`src/rtl/i2c_ctrl_pkg.sv`:
```
// rtl/i2c_ctrl_pkg.sv - shared types and widths for the I2C register-access master.
// Build option I2C_CLK_STRETCH_EN is consumed by i2c_phase_timer.
package i2c_ctrl_pkg;

    localparam int ADDR_W = 7;
    localparam int BYTE_W = 8;

    typedef enum logic [3:0] {
        IDLE,
        START,
        WADDR,
        WACK1,
        INDEX,
        WACK2,
        WDATA,
        WACK3,
        RESTART,
        RADDR,
        RACK,
        RDATA,
        MNACK,
        STOP,
        DONE
    } state_t;

    typedef enum logic [1:0] {
        PH0,
        PH1,
        PH2,
        PH3
    } phase_t;

endpackage

```
`src/rtl/i2c_phase_timer.sv`:
```
// rtl/i2c_phase_timer.sv - divides each bit slot into four CLK_DIV-cycle phases.
// With I2C_CLK_STRETCH_EN defined, P2 waits while a slave holds SCL low.
module i2c_phase_timer
    import i2c_ctrl_pkg::*;
#(
    parameter int CLK_DIV = 4
) (
    input  logic   clk,
    input  logic   RST_N,
    input  logic   run_i,
    input  logic   scl_rel_i,
    input  logic   scl_i,
    output phase_t phase_o,
    output logic   first_o,
    output logic   slot_end_o
);

    localparam logic [7:0] CNT_LAST = 8'(CLK_DIV - 1);

    logic [7:0] cnt_q, cnt_d;
    phase_t     phase_q, phase_d;
    logic       adv;
    logic       last;

`ifdef I2C_CLK_STRETCH_EN
    // Only stall when we have released SCL and the line is still low.
    assign adv = !(phase_q == PH2 && scl_rel_i && !scl_i);
`else
    logic unused_stretch;
    assign unused_stretch = scl_rel_i ^ scl_i;
    assign adv = 1'b1;
`endif

    assign last       = (cnt_q == CNT_LAST);
    assign phase_o    = phase_q;
    assign first_o    = (cnt_q == 8'd0);
    assign slot_end_o = run_i && adv && last && (phase_q == PH3);

    always_comb begin
        cnt_d   = cnt_q;
        phase_d = phase_q;
        if (!run_i) begin
            cnt_d   = 8'd0;
            phase_d = PH0;
        end else if (adv) begin
            if (last) begin
                cnt_d   = 8'd0;
                phase_d = phase_t'(phase_q + 2'd1);
            end else begin
                cnt_d = cnt_q + 8'd1;
            end
        end
    end

    always_ff @(posedge clk or negedge RST_N) begin
        if (!RST_N) begin
            cnt_q   <= 8'd0;
            phase_q <= PH0;
        end else begin
            cnt_q   <= cnt_d;
            phase_q <= phase_d;
        end
    end

endmodule

```
`src/rtl/i2c_master_ctrl.sv`:
```
// rtl/i2c_master_ctrl.sv - single-register I2C write/read master with open-drain line controls.
// Optional slave clock stretching via I2C_CLK_STRETCH_EN (see i2c_phase_timer).
module i2c_master_ctrl
    import i2c_ctrl_pkg::*;
#(
    parameter int CLK_DIV = 4
) (
    input  logic              clk,
    input  logic              RST_N,
    input  logic              cmd_valid,
    output logic              cmd_ready,
    input  logic              cmd_rw,
    input  logic [ADDR_W-1:0] cmd_addr,
    input  logic [BYTE_W-1:0] cmd_index,
    input  logic [BYTE_W-1:0] cmd_wdata,
    output logic              rsp_valid,
    output logic [BYTE_W-1:0] rsp_rdata,
    output logic              rsp_nack,
    output logic              busy,
    input  logic              scl_i,
    output logic              scl_oe,
    input  logic              sda_i,
    output logic              sda_oe
);

    state_t            state_q, state_d;
    logic [2:0]        bit_q, bit_d;
    logic              rw_q, rw_d;
    logic [ADDR_W-1:0] addr_q, addr_d;
    logic [BYTE_W-1:0] idx_q, idx_d;
    logic [BYTE_W-1:0] wdata_q, wdata_d;
    logic [BYTE_W-1:0] rdata_q, rdata_d;
    logic              samp_q, samp_d;
    logic              nack_q, nack_d;
    logic              sda_prev_q;

    phase_t            phase;
    logic              first;
    logic              slot_end;
    logic              run;
    logic [BYTE_W-1:0] tx_byte;
    logic              bit_pull;

    assign run       = (state_q != IDLE) && (state_q != DONE);
    assign cmd_ready = (state_q == IDLE);
    assign busy      = (state_q != IDLE);
    assign rsp_valid = (state_q == DONE);
    assign rsp_rdata = rdata_q;
    assign rsp_nack  = nack_q;

    i2c_phase_timer #(.CLK_DIV(CLK_DIV)) u_timer (
        .clk       (clk),
        .RST_N     (RST_N),
        .run_i     (run),
        .scl_rel_i (!scl_oe),
        .scl_i     (scl_i),
        .phase_o   (phase),
        .first_o   (first),
        .slot_end_o(slot_end)
    );

    // Non-transmit slots (ACKs, RDATA, MNACK) use all-ones so SDA stays released.
    always_comb begin
        case (state_q)
            WADDR:   tx_byte = {addr_q, 1'b0};
            INDEX:   tx_byte = idx_q;
            WDATA:   tx_byte = wdata_q;
            RADDR:   tx_byte = {addr_q, 1'b1};
            default: tx_byte = 8'hFF;
        endcase
    end
    assign bit_pull = ~tx_byte[3'd7 - bit_q];

    // In P0 of a bit slot SDA keeps its previous level so it never moves as SCL falls.
    always_comb begin
        scl_oe = 1'b0;
        sda_oe = 1'b0;
        case (state_q)
            IDLE, DONE: ;
            START: begin
                sda_oe = (phase != PH0);
                scl_oe = (phase == PH2) || (phase == PH3);
            end
            RESTART: begin
                sda_oe = (phase == PH2) || (phase == PH3);
                scl_oe = (phase == PH0) || (phase == PH3);
            end
            STOP: begin
                sda_oe = (phase == PH0) || (phase == PH1);
                scl_oe = (phase == PH0);
            end
            default: begin
                scl_oe = (phase == PH0) || (phase == PH1);
                sda_oe = (phase == PH0) ? sda_prev_q : bit_pull;
            end
        endcase
    end

    always_comb begin
        state_d = state_q;
        bit_d   = bit_q;
        rw_d    = rw_q;
        addr_d  = addr_q;
        idx_d   = idx_q;
        wdata_d = wdata_q;
        rdata_d = rdata_q;
        samp_d  = samp_q;
        nack_d  = nack_q;
        case (state_q)
            IDLE: begin
                if (cmd_valid) begin
                    state_d = START;
                    rw_d    = cmd_rw;
                    addr_d  = cmd_addr;
                    idx_d   = cmd_index;
                    wdata_d = cmd_wdata;
                    rdata_d = '0;
                    nack_d  = 1'b0;
                    bit_d   = 3'd0;
                end
            end
            DONE: state_d = IDLE;
            default: begin
                if (slot_end) begin
                    case (state_q)
                        START:   state_d = WADDR;
                        RESTART: state_d = RADDR;
                        MNACK:   state_d = STOP;
                        STOP:    state_d = DONE;
                        WADDR, INDEX, WDATA, RADDR, RDATA: begin
                            bit_d = bit_q + 3'd1;
                            if (bit_q == 3'd7) begin
                                case (state_q)
                                    WADDR:   state_d = WACK1;
                                    INDEX:   state_d = WACK2;
                                    WDATA:   state_d = WACK3;
                                    RADDR:   state_d = RACK;
                                    default: state_d = MNACK;
                                endcase
                            end
                        end
                        WACK1, WACK2, WACK3, RACK: begin
                            if (samp_q) begin
                                nack_d  = 1'b1;
                                state_d = STOP;
                            end else begin
                                case (state_q)
                                    WACK1:   state_d = INDEX;
                                    WACK2:   state_d = rw_q ? RESTART : WDATA;
                                    WACK3:   state_d = STOP;
                                    default: state_d = RDATA;
                                endcase
                            end
                        end
                        default: state_d = state_q;
                    endcase
                end
            end
        endcase
        if (run && phase == PH2 && first) begin
            samp_d = sda_i;
            if (state_q == RDATA) rdata_d = {rdata_q[BYTE_W-2:0], sda_i};
        end
    end

    always_ff @(posedge clk or negedge RST_N) begin
        if (!RST_N) begin
            state_q    <= IDLE;
            bit_q      <= 3'd0;
            rw_q       <= 1'b0;
            addr_q     <= '0;
            idx_q      <= '0;
            wdata_q    <= '0;
            rdata_q    <= '0;
            samp_q     <= 1'b0;
            nack_q     <= 1'b0;
            sda_prev_q <= 1'b0;
        end else begin
            state_q    <= state_d;
            bit_q      <= bit_d;
            rw_q       <= rw_d;
            addr_q     <= addr_d;
            idx_q      <= idx_d;
            wdata_q    <= wdata_d;
            rdata_q    <= rdata_d;
            samp_q     <= samp_d;
            nack_q     <= nack_d;
            sda_prev_q <= sda_oe;
        end
    end

endmodule
```
`config.mk`:
```
export PLATFORM = sky130hd
export DESIGN_NAME = i2c_master_ctrl
export DESIGN_NICKNAME = d
export VERILOG_FILES = /design/src/rtl/i2c_ctrl_pkg.sv /design/src/rtl/i2c_phase_timer.sv /design/src/rtl/i2c_master_ctrl.sv
export SDC_FILE = /design/constraint.sdc
export NUM_CORES = 1
export LEC_CHECK = 0
export CORE_MARGIN = 2
export CORE_UTILIZATION = 35
export DETAILED_ROUTE_END_ITERATION = 10
export PLACE_DENSITY_LB_ADDON = 0.3
export SLEW_MARGIN = 30
export SYNTH_ARGS = -nofsm -noshare
export SYNTH_HDL_FRONTEND = slang
export SYNTH_SLANG_ARGS = --single-unit
```
`constraint.sdc`:
```
create_clock -name clk -period 2.6 [get_ports clk]
set_input_delay 0.26 -clock clk [delete_from_list [all_inputs] [get_ports clk]]
set_output_delay 0.26 -clock clk [all_outputs]
set_load 0.01 [all_outputs]
```
# --- After elaboration in Yosys (flattened, before gate mapping) ---
# Index checks and enable logic that the tools add are counted.
# Widths: inputs -> output; s select.
totals:
  elab_cells: 100
  in_bits: 29
  reg_bits: 52
op_classes:
  n_eq_ne: 23
  n_lt_le_gt_ge: 1
  bitwise: 2
  addsub: 4
  muxes: 32
  reduce_logical: 26
op_table:
  columns: ["op", "count"]
  rows:
  - ["$mux 8", 6]
  - ["$pmux 8 s4", 1]
  - ["$eq 4x4->1 const B", 7]
  - ["$pmux 4 s6", 1]
  - ["$mux 4", 5]
  - ["$eq 4x3->1 const B", 4]
  - ["$pmux 4 s4", 1]
  - ["$pmux 4 s3", 1]
  - ["$reduce_bool 2->1", 5]
  - ["$mux 3", 3]
  - ["$add 8x1->8 const B", 1]
  - ["$eq 4x2->1 const B", 2]
  - ["$eq 8x2->1 const B", 1]
  - ["$logic_not 8->1", 1]
  - ["$ne 4x4->1 const B", 2]
  - ["$pmux 1 s4", 2]
  - ["$pmux 4 s2", 1]
  - ["$reduce_and 4->1", 2]
  - ["$reduce_bool 8->1", 1]
  - ["$mux 1", 6]
  - ["$pmux 3 s2", 1]
  - ["$logic_and 1x1->1", 5]
  - ["$reduce_and 5->1", 1]
  - ["$reduce_or 5->1", 1]
  - ["22 further kinds", 27]

# --- Logic depth before layout (Yosys ltp) ---
# Gate-level depths: netlist (run 1).
depth:
  word_depth: 7
  depth_mapped: 8
  depth_no_buf: 7

# --- Hierarchy ---
# From an unflattened synthesis (run 1), not the netlist that was laid out.
unflattened:
  cells_unflattened: 319
  hier_area_um2: 2850.2
modules_own_cells:
  columns: ["module", "area_per_inst_um2", "cells_per_inst", "instances"]
  rows:
  - ["i2c_master_ctrl", 2287.2, 266, 1]
  - ["i2c_phase_timer", 563.0, 53, 1]

# --- Worst setup path before layout (run 1) ---
# Ideal clock, no wire load.
synth_timing:
  kind: "reg2out"
  start: "register state_q[1]"
  end: "output sda_oe"
  path_stages_with_launch: 6
  slack_ps: 650
  arrival_time_ps: 1690
  path_buffers: 1
  cell_sequence: "dfrtp_1 buf_4 mux2_1 a221oi_1 o31ai_1 o31ai_1"
synth_via:
  elab_chain_len: 7
  word_cells_on_any_way: 16
  classes_between: "eq/ne: 8; mux: 5; bitwise: 1; reduce/logical: 2"
synth_rtl:
  columns: ["element", "line", "rtl"]
  rows:
  - ["start, declared", "i2c_master_ctrl.sv:26", "state_t state_q, state_d;"]
  - ["start signal, assigned", "i2c_master_ctrl.sv:179", "state_q <= state_d;"]
  - ["$eq 4x4->1 (tied with other cells)", "i2c_master_ctrl.sv:64", "case (state_q)"]
  - ["$pmux 8 s4", "i2c_master_ctrl.sv:64", null]
  - ["$bmux 1 s3", "i2c_master_ctrl.sv:72", "assign bit_pull = ~tx_byte[3'd7 - bit_q];"]
  - ["$mux 1 (implied by the code)", "i2c_master_ctrl.sv:72", null]
  - ["$not 1->1", "i2c_master_ctrl.sv:72", null]
  - ["$mux 1", "i2c_master_ctrl.sv:94", "sda_oe = (phase == PH0) ? sda_prev_q : bit_pull;"]
  - ["$pmux 1 s4 (*)", "i2c_master_ctrl.sv:78", "case (state_q)"]
  - ["end, declared", "i2c_master_ctrl.sv:23", "output logic sda_oe"]
# Every way passes the cells marked *; elsewhere a longest branch is shown, timed or not. The select of a mux whose other input is x is not followed.

# --- Worst setup path in the final report (run 1) ---
layout_timing:
  start: "register state_q[3]"
  end: "output busy"
layout_via:
  elab_chain_len: 1
layout_rtl:
  columns: ["element", "line", "rtl"]
  rows:
  - ["$reduce_bool 4->1", "i2c_master_ctrl.sv:46", "assign busy = (state_q != IDLE);"]
  - ["end, declared", "i2c_master_ctrl.sv:19", "output logic busy,"]
# No other way between the ends.

==> flow_results.org, run 1 <==
** Synthesis
- Post-synthesis instance total :: roughly 270
- dfrtp_1 is the most common cell in the netlist.
- Synth warn :: 0
- Ranked by total cell area, the synthesized netlist is headed by dfrtp_1, mux2_2, nand2_1, o21ai_0, ha_1.
- Number of register bits inferred by synthesis :: 52
- Share of the synthesized area in the top cell type :: 45.6%
- Sequential share of the synthesized area :: about 46%
- Proportion of register bits with asynchronous set or reset after synthesis :: between 90% and 100%
- Commonest cells post-synth :: dfrtp_1, nand2_1, mux2_2, o21ai_0, nor2_1
- The synthesized design spends more area on one cell type than any other, namely dfrtp_1.
- Net Count, Synth :: approximately 310
- Number of synthesized flops with an enable pin :: 0
- The cell area that synthesis handed to floorplanning was 2850 sq um.
- Primary FF master, synth :: dfrtp_1
- Post-synthesis cell type count :: 51
- After synthesis, the mean cell area works out to about 10 sq um.

** Critical path
- The critical path ends at busy.
- STA puts the critical path data arrival time at around 2.2 ns.
- CP dominant cell by count :: buf_4
- Worst-case reg-to-reg path depth :: 8
- At the worst endpoint, the required time is about 2.3 ns.
- STA classifies the critical path startpoint as a flip-flop.
- Kind of critical path :: flip-flop to output port
- The worst register-to-register path begins at state_q[3].
- Across all register-to-register paths, the minimum setup slack is 0.45 ns.
- Endpoint of the lowest-slack register-to-register path :: state_q[1]
- Cells traversed along the worst timing path :: buf_4 > buf_4 > buf_4 > nor4_4 > inv_1 > clkdlybuf4s50_1
- The critical path crosses 6 cells after its start point.
- The worst setup path is captured at an output port.
- In this design, the largest share of critical-path delay is due to buffers and inverters.
- In this run the worst setup path begins at state_q[3].
- In this run the worst path has a maximum fanout of 9.
- Crit path max-delay cell type :: clkdlybuf4s50_1
- CP bufs+invs :: 5
- The largest single stage delay on the critical path is around 0.5 ns.

** Floorplan
- For this design the top-level I/O count stands at 43.
- In this run the core area contains 32 standard-cell rows.
- Chip height :: 94.3 um
- Measured along the x axis, the die boundary spans 94.3 um.
- Die ar. :: ~8900 sq um
- Initial Util :: 36.5%
- The core region is 7810 sq um.

** STA
- Setup repair after global routing left no endpoint under its margin.
- Final hold violation count :: 0
- Across the routed clock network, the largest skew measured is ~0.0076 ns.
- Setup violations remaining at the end of the flow were counted as 0.
- Tightest Pin Transition :: between 0.4 and 0.5 ns
- Headroom to the max-slew limit came out at 71.4%.
- The number of pins with negative max-slew slack in the final report came to 0.
- Static timing analysis puts the maximum clock frequency at 403 MHz.
- Portion of the clock cycle consumed by the worst path in the final layout :: around 95%
- Final-layout setup total negative slack :: 0 ns
- Final critical path time including I/O delays and setup :: between 2 and 2.5 ns

** Placement
- At the end of routability-driven placement, the weighted congestion stood at slightly above 0.8.
- Detailed placement ended at an HPWL of between 4000 and 5000 um.
- In this run the tool buffered the top-level ports with 41 buffer cells.

** Cells and area
- Of the cells placed in the final design, the portion with a size suffix greater than 1 is roughly a quarter.
- Final nets :: around 370
- Area delta synth->final :: 25.8%
- The repair_antennas step left the layout with diodes totalling 0.
- For this run, the share of the core covered by cells in the final layout is ~46%.
- The layout has around 750 filler cells.

** Detailed routing
- For this run, design rule violations remaining after detail routing come to 0.
- For this block, the routed nets add up to slightly below 6000 um of wire.
- After detailed routing, the number of vias per cell comes to just over 5.
- After detailed routing, the average wire length per cell comes to 13.8 um.
- Detailed-route via count :: about 2200
- The detailed router finished its first iteration with roughly 110 violations.
- Post-route ant nets :: 0
- The first detailed-routing pass ran for 4 iterations.

** Clock tree
- The H-tree generated during clock tree synthesis spans 2 levels.
- After clock tree synthesis, the clock-pin slew on the worst setup and hold paths is ~0.10 ns.
- Buffers from clock root to sink, at most :: 2
- Sink Count :: 52
- Root buf cell :: clkbuf_8
- In this run, CTS created clock tree buffers numbering 5.
- The later pin in the worst-skew pair is clocked with a latency of 0.31 ns.
- TritonCTS built the clock tree.

** Power
- Cell internal pwr :: about 0.0023 W
- Of the total power, the clock network draws between 10% and 20%.
- Cell Pwr Density :: about 1000 nW/um^2
- Net switching is between 30% and 40% of the power.
- Fraction of power consumed by sequential logic :: 38.1%
- Summed over all nets, the switching power comes to between 0.001 and 0.0015 W.
- Static leakage power :: 1.51 nW
- Per report_power, the combinational group accounts for a little under half of the total.
- Worst voltage drop across the vdd grid :: 0.397 mV

** Flow run
- MaxCap Viol Count :: 0

** Global route
- Vias in the first global route :: roughly 2200
- Initial antenna violation count :: 0
- First-pass GRT wire length :: about 10000 um
- Global routing used between 10 and 15% of the available tracks.
- Summed over all layers, the global routing overflow is 0.
- Pin count of the biggest net entering global routing :: 36

** Outcome
- The flow ran to the end, and the final reports show no timing, DRC or antenna violations.

** Worst hold path
- Class of the most critical hold timing path :: primary input to async pin
## repair_timing
action                                  CTS  global route
buffers inserted                          0             3
pin swaps                                 0             2
endpoints found under the hold margin    52             0
endpoints found under the setup margin    2             2
hold buffers                              1             0
gates resized for setup                   4             6
## routing by layer
metal | global-route usage, % | share of wire, %
met1 | 19.4 | 46
met2 | 24.5 | 48
met3 | 3.13 | 4.5
met4 | 5.80 | 2.0
met5 | 0 | 0
## worst min-delay path, cell delays in order
cell	delay (ns)
dlygate4sd3_1	0.52
buf_2	0.11
buf_4	0.28
## placed cells by master, fill, tap and decap left out, types with 5 or more instances in the layout
cell type / count
nand2_1: 33
clkbuf_8: 5
nor2b_1: 5
a21oi_1: 14
dfrtp_1: 48
mux2_2: 29
xor2_1: 5
nor2_1: 15
buf_4: 20
ha_1: 8
nand3_1: 7
inv_1: 8
clkdlybuf4s50_1: 38
o21ai_0: 24
## how the worst min path moves through the flow
stage / startpoint / endpoint / slack, ns / depth (start not counted)
after floorplan: RST_N / addr_q[0] / -0.04 / 0
after detailed placement: RST_N / wdata_q[7] / 0.28 / 2
after global routing: RST_N / addr_q[2] / 0.49 / 3
after global placement: RST_N / wdata_q[7] / 0.28 / 2
after CTS: RST_N / idx_q[6] / 0.47 / 3
final: RST_N / idx_q[6] / 0.46 / 3
## cell type report
type                       count  area [sq um]  share of cell area (%)
multi-input combinational    200          1450                    40.3
sequential                    52          1310                    36.4
timing repair buffer          62           563                    15.7
inverter                       8          30.0                   0.837
clock buffer                   5          68.8                    1.92
clock inverter                 3          46.3                    1.29
tap                          102           128                    3.56
## registers in the layout (all words and copies together) (netlist names)
register / flops
u_timer.cnt_q: 8
bit_q: 3
wdata_q: 8
idx_q: 8
rsp_rdata: 8
addr_q: 7
samp_q: 1
rsp_nack: 1
sda_prev_q: 1
rw_q: 1
state_q: 4
u_timer.phase_o: 2
## logic make-up after synthesis
kind of cell	count (synthesis)	share of synthesized area, %
buf+inv	22	4.04
simple gates	86	16.3
xor+xnor	7	2.15
compound gates	63	14.4
flops	52	45.6
mux	36	14.0
fa+ha+maj	8	3.51
## power groups by stage
stage | Combinational, W | Clock [W] | Sequential (W)
after CTS | 0.00172 | 0.000591 | 0.00143
after global routing | 0.00195 | 0.000622 | 0.00148
after detailed placement | 0.00171 | 0 | 0.00144
after global placement | 0.00169 | 0 | 0.00143
after floorplan | 0.00125 | 0 | 0.00133
final | 0.00173 | 0.000575 | 0.00142
## per-stage QoR
stage | worst slack (ns) | cell area, sq um | hold slack (ns) | cells | total power, W
after floorplan | 0.650 | 2850 | -0.0356 | 274 | 0.00258
after global placement | 0.00727 | 3430 | 0.285 | 420 | 0.00312
after detailed placement | 0.000166 | 3430 | 0.284 | 420 | 0.00316
after CTS | 0.00144 | 3560 | 0.467 | 429 | 0.00374
after global routing | 0.00493 | 3590 | 0.494 | 432 | 0.00405
final | 0.121 | 3590 | 0.458 | 432 | 0.00373
Note: power is estimated with default switching activity, not from simulation.
==> run 2, diff against run 1 <==
- MAX_ROUTING_LAYER: default -> met4
- clock period: 2.6 -> 2.3 ns (I/O delays scaled with it)
==> run 2 against run 1 <==
Net effect:
- the run now ends with setup timing left
- clock power decreased by 8.0%
- design area increased by 5.0%
- highest routed layer unchanged
- hold slack got worse by 0.44 ns
- setup slack got worse by 0.18 ns
- combinational power increased by 37%
- critical path depth increased by 1
- via count increased by 1.9%
- global-route usage increased by 0.55 points
- clock skew increased by 0.0014 ns
==> flow_results.org, run 2 (same netlist as run 1, synthesis figures left out) <==
** Cells and area
- Fill cell total of the finished layout :: roughly 730
- Post-route core utilization :: just under 50%
- Summing all flip-flop and latch instances after layout gives around 1300 sq um.
- Cells with a size suffix above 1 make up a little under a third of the layout.
- The multi-input combinational cells in the finished layout cover a total of between 1500 and 2000 sq um.
- Commonest non-fill, non-tap cell in the layout :: dfrtp_1
- Relative to the synthesized area, the layout overhead comes to 32.0%.
- At the end of the flow, the number of nets in the layout was approximately 390.
- In the layout the commonest cells are dfrtp_1, clkdlybuf4s50_1, buf_4.
- The repair_antennas step left the layout with diodes totalling 0.

** Critical path
- The worst setup path is of the flip-flop to output port kind.
- STA classifies the critical path startpoint as a flip-flop.
- The worst setup path is captured at an output port.
- Required time of the worst setup path :: 2.07 ns
- In this run the worst path has a maximum fanout of 8.
- Arr. time, crit path :: 2.13 ns

** Detailed routing
- After detailed routing, the number of remaining DRC violations is 0.
- For this block, the initial DRC count from the detailed router was 117.
- In this run the remaining antenna-violating nets after routing total 0.
- Number of iterations in the first detailed-routing pass :: 4
- Routed wl met2 :: roughly 3100 um
- After detailed routing, no signal wire sits above met4.
- In the final routing, the length of wire on met1 measures 3140 um.
- After detailed routing, the average wire length per cell comes to between 10 and 15 um.
- Detail-routed via count per cell :: roughly 4.9
- Met3 Wirelength :: between 200 and 250 um
- Detailed-route via count :: approximately 2200
- After detailed routing, the total wire length is about 6500 um.

** Floorplan
- The core region is between 7000 and 8000 sq um.
- Standard-cell rows :: 32
- Die span in x :: 94.3 um
- Chip height :: between 90 and 100 um
- Number of ports placed on the die boundary :: between 40 and 50
- Initial Util :: 36.5%
- Die ar. :: 8890 sq um

** Global route
- Overall global routing resource usage :: between 15 and 20%
- Vias in the first global route :: 2152
- Entering global routing, the biggest net connects 53 pins.
- Summed over all layers, the global routing overflow is 0.
- The initial antenna violation count was 0.
- The first global-routing pass estimated approximately 11000 um of wire.

** STA
- Portion of the clock cycle consumed by the worst path in the final layout :: 103%
- Fin Hold WS :: roughly 0.022 ns
- Unrepaired setup endpoints after global routing :: true
- Worst Clk Skew :: around 0.009 ns
- In the post-route analysis, the smallest setup slack over all paths is -0.0626 ns.
- Tightest Pin Transition :: around 0.67 ns
- Final hold violation count :: 0
- Final Max Slew Viols :: 0
- Final-layout setup total negative slack :: -0.0626 ns
- Final critical path time including I/O delays and setup :: 2.36 ns
- Worst slew slack as a fraction of its limit :: approximately 55%
- Derived from the worst setup path, the maximum achievable clock frequency is 423 MHz.
- Setup-failing EPs final :: 1

** Clock tree
- The longest clock path from root to sink contains 2 buffers.
- Level count of the clock H-tree :: 2
- Root buf cell :: clkbuf_8
- CTS clk-pin slew, worst paths :: 0.09 ns
- In this run, CTS created clock tree buffers numbering 5.
- Clock tree from TritonCTS :: done
- In this run, post-CTS hold repair placed 0 buffers.
- Clock latency on the worst-skew pair, taken at its later pin, is between 0.3 and 0.4 ns.
- For this design, the sink count on the clock tree is between 50 and 60.

** Placement
- The congestion estimate from routability-driven global placement came to 0.831.
- Detailed placement ended at an HPWL of 4520 um.
- Count of port buffers added during placement :: just over 40
- Post-Place Setup Slack :: -0.235 ns

** Outcome
- The final reports fail on setup timing.
- Outcome :: finished, violations left

** Flow run
- MaxCap Viol Count :: 0

** Power
- For this design the ratio of total power to cell area is approximately 1200 nW/um^2.
- In this run the static leakage power is ~1.6 nW.
- Worst voltage drop across the vdd grid :: slightly below 0.5 mV

** Worst hold path
- Class of the most critical hold timing path :: primary input to async pin
-- run 2: changes by cell type in the layout (fill, tap and decap cells not counted), sizes merged --
cell          change
buf              +20
bufinv            -1
clkbuf            +3
clkinv            +1
clkinvlp          -1
dlygate4sd3       -1
dlymetal6s2s      -1
inv               -1
-- run 2: layout make-up --
class	count	area share [%]
clock buffer	7	2.03
clock inverter	1	0.233
inverter	8	0.797
multi-input combinational	200	40.1
sequential	52	34.6
tap	102	3.39
timing repair buffer	81	18.8
-- run 2: metal layers --
layer	vias to the layer above	GRT usage [%]
li1	1122	-
met1	1067	20.9
met2	35	23.6
met3	7	2.57
met4	0	5.92
met5	-	-
-- run 2: metrics by stage --
stage | cell area, sq um | power (W) | instances
floorplan | 2850 | 0.00292 | 274
global placement | 3560 | 0.00370 | 436
detailed placement | 3560 | 0.00376 | 436
CTS | 3650 | 0.00430 | 444
global route | 3770 | 0.00484 | 451
finish | 3770 | 0.00450 | 451
-- run 2: worst max-delay path, stage by stage, from the launching register on --
cell	delay, ns
dfrtp_1	0.41
buf_12	0.14
or4b_4	0.53
nand2_4	0.12
a221oi_2	0.08
nor4_2	0.27
o31ai_2	0.13
buf_2	0.15
-- run 2: worst paths after layout --
kind,start,to,slack [ns],depth (start not counted)
setup reg to reg,state_q[1],state_q[2],0.25,7
hold / removal,RST_N,rsp_rdata[6],0.02,2
hold reg to reg,rsp_rdata[6],rsp_rdata[7],0.52,2
min in group clk,rsp_rdata[6],rsp_rdata[7],0.52,2
setup / recovery,state_q[2],sda_oe,-0.06,7
max in group asynchronous,RST_N,state_q[3],1.79,2
-- run 2: repair_timing --
action / in CTS / in global routing
gates resized for setup: 11 / 19
setup endpoints to repair: 4 / 4
setup buffers: 0 / 7
pin swaps: 4 / 10
-- run 2: power breakdown --
part | leakage (nW) | internal [W] | total, W | switching (W)
Combinational | 0.909 | 0.00128 | 0.00237 | 0.00110
Sequential | 0.654 | 0.00128 | 0.00159 | 0.000314
Clock | 0.0424 | 0.000218 | 0.000529 | 0.000310
